===== config.mk =====
export PLATFORM = sky130hd
export DESIGN_NAME = stream_demux_flat
export DESIGN_NICKNAME = d
export VERILOG_FILES = /design/src/rtl/stream_demux_if.sv /design/src/rtl/stream_demux.sv /design/src/flat_wrapper.sv
export SDC_FILE = /design/constraint.sdc
export NUM_CORES = 1
export LEC_CHECK = 0
export ABC_AREA = 1
export CAP_MARGIN = 20
export CORE_ASPECT_RATIO = 0.9
export CORE_UTILIZATION = 49
export DETAILED_ROUTE_END_ITERATION = 8
export PLACE_DENSITY = 0.8
export SETUP_SLACK_MARGIN = 0.5
export SLEW_MARGIN = 20
export SYNTH_ARGS = -nofsm -noshare
export SYNTH_HDL_FRONTEND = slang
export SYNTH_SLANG_ARGS = --single-unit

===== constraint.sdc =====
create_clock -name clk -period 2.3 [get_ports clk]
set_clock_uncertainty 0.05 [all_clocks]
set_input_delay 0.345 -clock clk [delete_from_list [all_inputs] [get_ports clk]]
set_output_delay 0.345 -clock clk [all_outputs]
set_load 0.02 [all_outputs]

===== src/rtl/stream_demux_if.sv =====
// Handshake bundle between an upstream source, the 1:2 demux and its two downstream sinks.
interface stream_demux_if #(
   parameter int unsigned WIDTH = 8
);
   logic [WIDTH-1:0] in_data;
   logic             in_valid;
   logic             in_last;
   logic             in_ready;
   logic             sel;
   logic [WIDTH-1:0] out0_data;
   logic             out0_valid;
   logic             out0_last;
   logic             out0_ready;
   logic [WIDTH-1:0] out1_data;
   logic             out1_valid;
   logic             out1_last;
   logic             out1_ready;

   modport master (
      output in_data, in_valid, in_last, sel, out0_ready, out1_ready,
      input  in_ready, out0_data, out0_valid, out0_last, out1_data, out1_valid, out1_last
   );

   modport slave (
      input  in_data, in_valid, in_last, sel, out0_ready, out1_ready,
      output in_ready, out0_data, out0_valid, out0_last, out1_data, out1_valid, out1_last
   );
endinterface


===== src/rtl/stream_demux.sv =====
// Packet-aware 1:2 stream demux: route locked on the first beat, one register slice per
// output port, per-port completed-packet counters.
module stream_demux #(
   parameter int unsigned WIDTH = 8,
   parameter int unsigned CNTW  = 16
) (
   input  logic            clk,
   input  logic            rst_n,
   stream_demux_if.slave   bus,
   output logic            busy,
   output logic            route,
   output logic [CNTW-1:0] pkt_cnt0,
   output logic [CNTW-1:0] pkt_cnt1
);
   typedef enum logic [1:0] {IDLE, PKT0, PKT1} state_t;

   state_t           state_q, state_d;
   logic             busy_q, route_q;
   logic             v0_q, l0_q, v1_q, l1_q;
   logic [WIDTH-1:0] d0_q, d1_q;
   logic [CNTW-1:0]  cnt0_q, cnt1_q;

   logic target, free, rdy_c, accept, load0, load1;

   // Target port, acceptance and next state
   always_comb begin
      state_d = state_q;
      target  = 1'b0;
      case (state_q)
         IDLE:    target = bus.sel;
         PKT0:    target = 1'b0;
         PKT1:    target = 1'b1;
         default: target = 1'b0;
      endcase
      free   = target ? (!v1_q || bus.out1_ready) : (!v0_q || bus.out0_ready);
      rdy_c  = rst_n && free;
      accept = bus.in_valid && rdy_c;
      load0  = accept && !target;
      load1  = accept && target;
      case (state_q)
         IDLE: begin
            if (accept && !bus.in_last) state_d = target ? PKT1 : PKT0;
         end
         PKT0, PKT1: begin
            if (accept && bus.in_last) state_d = IDLE;
         end
         default: state_d = IDLE;
      endcase
   end

   // State register; busy/route decoded from the next state so they are registered
   always_ff @(posedge clk) begin
      if (!rst_n) begin
         state_q <= IDLE;
         busy_q  <= 1'b0;
         route_q <= 1'b0;
      end else begin
         state_q <= state_d;
         busy_q  <= (state_d != IDLE);
         route_q <= (state_d == PKT1);
      end
   end

   // Output slices: load wins over drain so a simultaneous drain+load has no bubble
   always_ff @(posedge clk) begin
      if (!rst_n) begin
         v0_q   <= 1'b0;
         l0_q   <= 1'b0;
         d0_q   <= '0;
         v1_q   <= 1'b0;
         l1_q   <= 1'b0;
         d1_q   <= '0;
         cnt0_q <= '0;
         cnt1_q <= '0;
      end else begin
         if (load0) begin
            v0_q <= 1'b1;
            d0_q <= bus.in_data;
            l0_q <= bus.in_last;
         end else if (bus.out0_ready) begin
            v0_q <= 1'b0;
         end
         if (load1) begin
            v1_q <= 1'b1;
            d1_q <= bus.in_data;
            l1_q <= bus.in_last;
         end else if (bus.out1_ready) begin
            v1_q <= 1'b0;
         end
         if (load0 && bus.in_last) cnt0_q <= cnt0_q + CNTW'(1);
         if (load1 && bus.in_last) cnt1_q <= cnt1_q + CNTW'(1);
      end
   end

   assign bus.in_ready   = rdy_c;
   assign bus.out0_valid = v0_q;
   assign bus.out0_data  = d0_q;
   assign bus.out0_last  = l0_q;
   assign bus.out1_valid = v1_q;
   assign bus.out1_data  = d1_q;
   assign bus.out1_last  = l1_q;
   assign busy           = busy_q;
   assign route          = route_q;
   assign pkt_cnt0       = cnt0_q;
   assign pkt_cnt1       = cnt1_q;
endmodule


===== src/flat_wrapper.sv =====
// flat-port wrapper written by rule: the top's interface ports become plain ports
module stream_demux_flat 
#(
   parameter int unsigned WIDTH = 8,
   parameter int unsigned CNTW  = 16
)
  (clk, rst_n, busy, route, pkt_cnt0, pkt_cnt1, bus_in_data, bus_in_valid, bus_in_last, bus_sel, bus_out0_ready, bus_out1_ready, bus_in_ready, bus_out0_data, bus_out0_valid, bus_out0_last, bus_out1_data, bus_out1_valid, bus_out1_last);
  stream_demux_if #(.WIDTH(WIDTH)) bus_i ();
  input  logic clk;
  input  logic rst_n;
  output logic busy;
  output logic route;
  output logic [CNTW-1:0] pkt_cnt0;
  output logic [CNTW-1:0] pkt_cnt1;
  input wire logic [$bits(bus_i.in_data)-1:0] bus_in_data;
  input wire logic [$bits(bus_i.in_valid)-1:0] bus_in_valid;
  input wire logic [$bits(bus_i.in_last)-1:0] bus_in_last;
  input wire logic [$bits(bus_i.sel)-1:0] bus_sel;
  input wire logic [$bits(bus_i.out0_ready)-1:0] bus_out0_ready;
  input wire logic [$bits(bus_i.out1_ready)-1:0] bus_out1_ready;
  output wire logic [$bits(bus_i.in_ready)-1:0] bus_in_ready;
  output wire logic [$bits(bus_i.out0_data)-1:0] bus_out0_data;
  output wire logic [$bits(bus_i.out0_valid)-1:0] bus_out0_valid;
  output wire logic [$bits(bus_i.out0_last)-1:0] bus_out0_last;
  output wire logic [$bits(bus_i.out1_data)-1:0] bus_out1_data;
  output wire logic [$bits(bus_i.out1_valid)-1:0] bus_out1_valid;
  output wire logic [$bits(bus_i.out1_last)-1:0] bus_out1_last;
  assign bus_i.in_data = bus_in_data;
  assign bus_i.in_valid = bus_in_valid;
  assign bus_i.in_last = bus_in_last;
  assign bus_i.sel = bus_sel;
  assign bus_i.out0_ready = bus_out0_ready;
  assign bus_i.out1_ready = bus_out1_ready;
  assign bus_in_ready = bus_i.in_ready;
  assign bus_out0_data = bus_i.out0_data;
  assign bus_out0_valid = bus_i.out0_valid;
  assign bus_out0_last = bus_i.out0_last;
  assign bus_out1_data = bus_i.out1_data;
  assign bus_out1_valid = bus_i.out1_valid;
  assign bus_out1_last = bus_i.out1_last;
  stream_demux #(.WIDTH(WIDTH), .CNTW(CNTW)) u_core (.clk(clk), .rst_n(rst_n), .bus(bus_i), .busy(busy), .route(route), .pkt_cnt0(pkt_cnt0), .pkt_cnt1(pkt_cnt1));
endmodule

# Word-level counts from Yosys, hierarchy flattened
# Cells that the tools add are included.
[word_totals]
reg_bits = 56
latchBits = 0
ram_bits = 0
rom_bits = 0
in_bits = 15
output_inout_bits = 55
elab_cells = 45
memories = 0
[op_classes]
n_addsub = 2
n_mul = 0
n_div = 0
order_cmp = 0
eq_ne = 3
shift = 0
n_mux = 10
n_bitwise = 0
n_reduce_logical = 19
[op_table]
columns = ["op", "n"]
rows = [
  ["adder 16 x 1 -> 16 bit (second input constant)", 2],
  ["logical AND 1 bit", 8],
  ["two-way mux 2 bit", 3],
  ["nonzero test 2 bit", 3],
  ["two-way mux 1 bit", 5],
  ["== test 2 bit (second input constant)", 2],
  ["logical NOT 1 bit", 4],
  ["case mux 2 bit (2 select lines)", 1],
  ["== test 2 x 1 -> 1 bit (second input constant)", 1],
  ["logical NOT 2 bit", 1],
  ["logical OR 1 bit", 2],
  ["case mux 1 bit (2 select lines)", 1],
  ["OR reduction 2 bit", 1],
]

# Longest topological paths before layout
[logic_depth]
word_depth = 9
mapped_depth = 14
depth_no_buf = 14

# Worst setup path after synthesis
# OpenSTA, ideal clock, no wires.
[synth_timing]
path_type = "reg2reg"
start = "register u_core.state_q[0]"
end = "register u_core.cnt1_q[7], in the netlist u_core.pkt_cnt1[7]"
setup_time_ns = 0.136
t_arrival_ns = 1.644
t_required_ns = 2.114
slack_ns = 0.470
path_stages_with_launch = 14
path_buffers = 1
synth_period_minus_slack_ns = 1.830
cell_sequence = "dfxtp_1 -> inv_1 -> ha_1 -> nand2_1 -> nand2_2 -> nand2_1 -> nand2_2 -> nor2_4 -> nand3_2 -> nor2_2 -> inv_1 -> buf_2 -> nand2_1 -> a21oi_2"
[synth_between]
elab_chain_cells = 7
elab_cells_between_ends = 8
classes_between = "1 x eq/ne; 2 x mux; 5 x reduce/logical"
[synth_rtl]
columns = ["item", "line", "text"]
rows = [
  ["start: declaration", "stream_demux.sv:17", "state_t state_q, state_d;"],
  ["start signal: assignment", "stream_demux.sv:58", "state_q <= state_d;"],
  ["== test 2 bit / logical NOT 2 bit (equally long branches)", "stream_demux.sv:29", "case (state_q)"],
  ["case mux 1 bit (2 select lines) *", "stream_demux.sv:29", ""],
  ["two-way mux 1 bit *", "stream_demux.sv:35", "free = target ? (!v1_q || bus.out1_ready) : (!v0_q || bus.out0_ready);"],
  ["logical AND 1 bit *", "stream_demux.sv:36", "rdy_c = rst_n && free;"],
  ["named net bus_in_ready", "flat_wrapper.sv:21", "output wire logic [$bits(bus_i.in_ready)-1:0] bus_in_ready;"],
  ["logical AND 1 bit *", "stream_demux.sv:37", "accept = bus.in_valid && rdy_c;"],
  ["logical AND 1 bit *", "stream_demux.sv:39", "load1 = accept && target;"],
  ["logical AND 1 bit *", "stream_demux.sv:91", "if (load1 && bus.in_last) cnt1_q <= cnt1_q + CNTW'(1);"],
  ["end signal: assignment", "stream_demux.sv:91", ""],
  ["end: declaration", "stream_demux.sv:21", "logic [CNTW-1:0] cnt0_q, cnt1_q;"],
]
# Mark *: on every way through the listed nets, which the timed path passes. The rest lies on a longest branch.
# A chain may end at the register's enable or synchronous reset.

# Worst setup path in the final report
[layout_timing]
start = "register u_core.state_q[1]"
end = "register u_core.cnt1_q[2], in the netlist u_core.pkt_cnt1[2]"
[layout_between]
elab_chain_cells = 7
elab_cells_between_ends = 8
classes_between = "1 x eq/ne; 2 x mux; 5 x reduce/logical"
[layout_rtl]
columns = ["item", "line"]
rows = [
  ["== test 2 bit / logical NOT 2 bit (equally long branches)", "stream_demux.sv:29"],
  ["case mux 1 bit (2 select lines) *", "stream_demux.sv:29"],
  ["two-way mux 1 bit", "stream_demux.sv:35"],
  ["logical AND 1 bit", "stream_demux.sv:36"],
  ["logical AND 1 bit", "stream_demux.sv:37"],
  ["logical AND 1 bit *", "stream_demux.sv:39"],
  ["logical AND 1 bit *", "stream_demux.sv:91"],
]
# Every way passes the cells marked *; elsewhere a longest branch is shown, timed or not.

==> impl_metrics.toml <==
[yosys]
syn_area_per_cell_sq_um = 7.23
synthCells = 372
yosysWarnings = 0
ys_ff_latch = 56
netlist_area_sq_um = 2690
ys_top_cells_by_area = "dfxtp_1, nand2_1, nor2_1"
synth_top_area_share_pct = 41.7
synth_seq_area_share_pct = 41.7
synth_cell_types = 31
synth_top_cell_by_area = "dfxtp_1"
synth_nets = 392

[critical_path]
worstPathRequired_ns = 2.48
endpoint_kind = "register"
critPathKind = "reg2reg"
reg2reg_depth = 15
worst-path-max-fanout = 7
cp-start-kind = "register"
regToRegSetupSlack_ns = 0.49
arrival_ns = 1.99

[floorplanning]
die-area_sq_um = 5790
rows = 25
ios = 70
fp.dieW_microns = 80.1
fp.dieH_microns = 72.3
start_util_pct = 50.9
core_area_sq_um = 5290

[place]
portBuffers = 69
pre_cts_ws_ns = 0.117
dp_hpwl_mm = 4.75
finalWeightedCongestion = 0.892

[cells_and_area]
final_util_pct = 71.9
nFillCells = 437
layout_common_cells = "nand2_1, dfxtp_1, nor2_1"
diodes = 0
areaGrowthSynthToFinish_pct = 41.2
drive_gt1_share_pct = 16.2
layout_commonest_cell = "nand2_1"
nets = 476

[drt]
drcViolationCount = 0
vias_per_cell = 5.19
drt_iter0_markers = 154
ant_nets = 0
via_count = 2720
wl_mm = 6.81
first_pass_iters = 4
wire_per_inst_microns = 13.0

[global_routing]
grt_max_degree = 20
antenna_found_initial = 0
grt_usage_pct = 25.2
grt_pass1_vias = 2438
grt_pass1_wl_mm = 11.3
grt_overflow = 0

[clocking]
cts_num_sinks = 56
cts_tree = "built"
cts_max_level = 2
cts_made_buffers = 5
clkSlewWorstSetupHoldPaths_ns = 0.11
clk_path_buf_depth = 2
cts_root_buf = "clkbuf_8"
clkLatencyLatePin_ns = 0.32

[sta]
setup_ws_ns = 0.488
rsz0062_at_grt = "true"
setup_viol = 0
setup_tns_ns = 0
worstMarginPinSlew_ns = 0.342
hold_viol = 0
period_share_pct = 78.8
slew_viol_final = 0
finalCriticalPeriod_ns = 1.81
slew_headroom_pct = 77.2
max_freq_ghz = 0.552

[hold_path]
min_delay_path_depth = 2
hold_class = "reg2reg"

[pwr]
finalPower_mw = 1.86
p_leak_nw = 1.63
vdd_drop_max_uv = 365
p_per_area_nw_per_um2 = 489

[run_status]
status = "complete, no violations"

[flow_run]
cap_violations = 0
==> layer usage <==
metal	vias up	track usage (%)	wire length, microns
li1	1368	-	-
met1	1260	34.2	3150
met2	77	38.5	3070
met3	15	5.79	435
met4	0	10.9	153
met5	-	0	0
==> state kept, by name (all words and copies together) (netlist names) <==
| name | flops |
|---|---|
| u_core.bus.out0_valid | 1 |
| u_core.pkt_cnt1 | 16 |
| u_core.state_q | 2 |
| u_core.bus.out1_data | 8 |
| u_core.route | 1 |
| u_core.bus.out0_last | 1 |
| u_core.bus.out1_last | 1 |
| u_core.pkt_cnt0 | 16 |
| u_core.bus.out0_data | 8 |
| u_core.busy | 1 |
| u_core.bus.out1_valid | 1 |
==> what timing repair did <==
item | CTS | global route
hold buffers | 0 | 0
pin swaps | 10 | 3
setup endpoints to repair | 35 | 50
setup buffers | 6 | 2
gates cloned | 1 | 0
resized for setup | 28 | 23
==> final cells by class <==
class / instances / area [sq um] / area share, %
multi-input combinational: 274 / 1460 / 38.4
sequential: 56 / 1130 / 29.6
timing repair buffer: 89 / 913 / 24.0
inverter: 30 / 123 / 3.23
tap: 67 / 83.8 / 2.21
clock buffer: 5 / 68.8 / 1.81
clock inverter: 3 / 27.5 / 0.724
==> cell usage after synthesis <==
cell / count
buf_4: 2
nand2_1: 85
clkinv_1: 1
xor2_1: 7
nor2_1: 51
nor3_1: 13
xnor2_1: 8
inv_1: 26
buf_2: 3
clkbuf_1: 4
nor4_1: 1
or2_2: 1
o21a_1: 1
and3_1: 2
nand3_1: 23
nor2_2: 3
nand3b_1: 1
buf_1: 1
buf_6: 1
buf_12: 1
nor2_4: 1
nand2_2: 11
o21ai_0: 16
nand4_2: 1
dfxtp_1: 56
nand4_1: 2
nand3_2: 1
a21oi_1: 32
a21oi_2: 9
inv_2: 3
ha_1: 5
==> critical path: stages, from the launching register on <==
cell and delay, ns:
dfxtp_4 0.40, inv_4 0.04, ha_4 0.16, nand2_4 0.06, nand2_4 0.06, nand2_2 0.06
nand2_2 0.06, nor2_4 0.11, buf_6 0.12, nand3_4 0.08, nor2_4 0.13, buf_6 0.12
buf_12 0.11, nand3_2 0.06, nand2_1 0.07, nor2_1 0.04
==> kinds of logic after synthesis <==
| group | share of synthesized area [%] |
|---|---|
| AOI/OAI and AO/OA | 12.1 |
| xor gates and xnor gates | 4.88 |
| adders and majority gates | 2.32 |
| buffers and inverters | 7.16 |
| DFF | 41.7 |
| and+or+nand+nor | 31.8 |
==> metrics by stage <==
step                      hold WS, ns  cells  area, sq um
after floorplan                 0.440    372         2720
after global placement          0.400    507         3510
after detailed placement        0.407    507         3510
after CTS                       0.422    522         3710
after global routing            0.449    524         3800
final                           0.417    524         3800
==> path summary, 6_finish.rpt <==
path                                         startpoint                       to
worst max-delay path                  u_core.state_q[1]       u_core.pkt_cnt1[2]
worst min-delay path            u_core.bus.out0_data[1]  u_core.bus.out0_data[1]
worst max register to register        u_core.state_q[1]       u_core.pkt_cnt1[2]
worst min register to register  u_core.bus.out0_data[1]  u_core.bus.out0_data[1]
==> power breakdown <==
part           switching, mW  total (mW)  internal, mW
Clock                  0.355       0.580         0.224
Combinational          0.142       0.266         0.124
Sequential            0.0170        1.01         0.994
(Power assumes the default switching activity.)
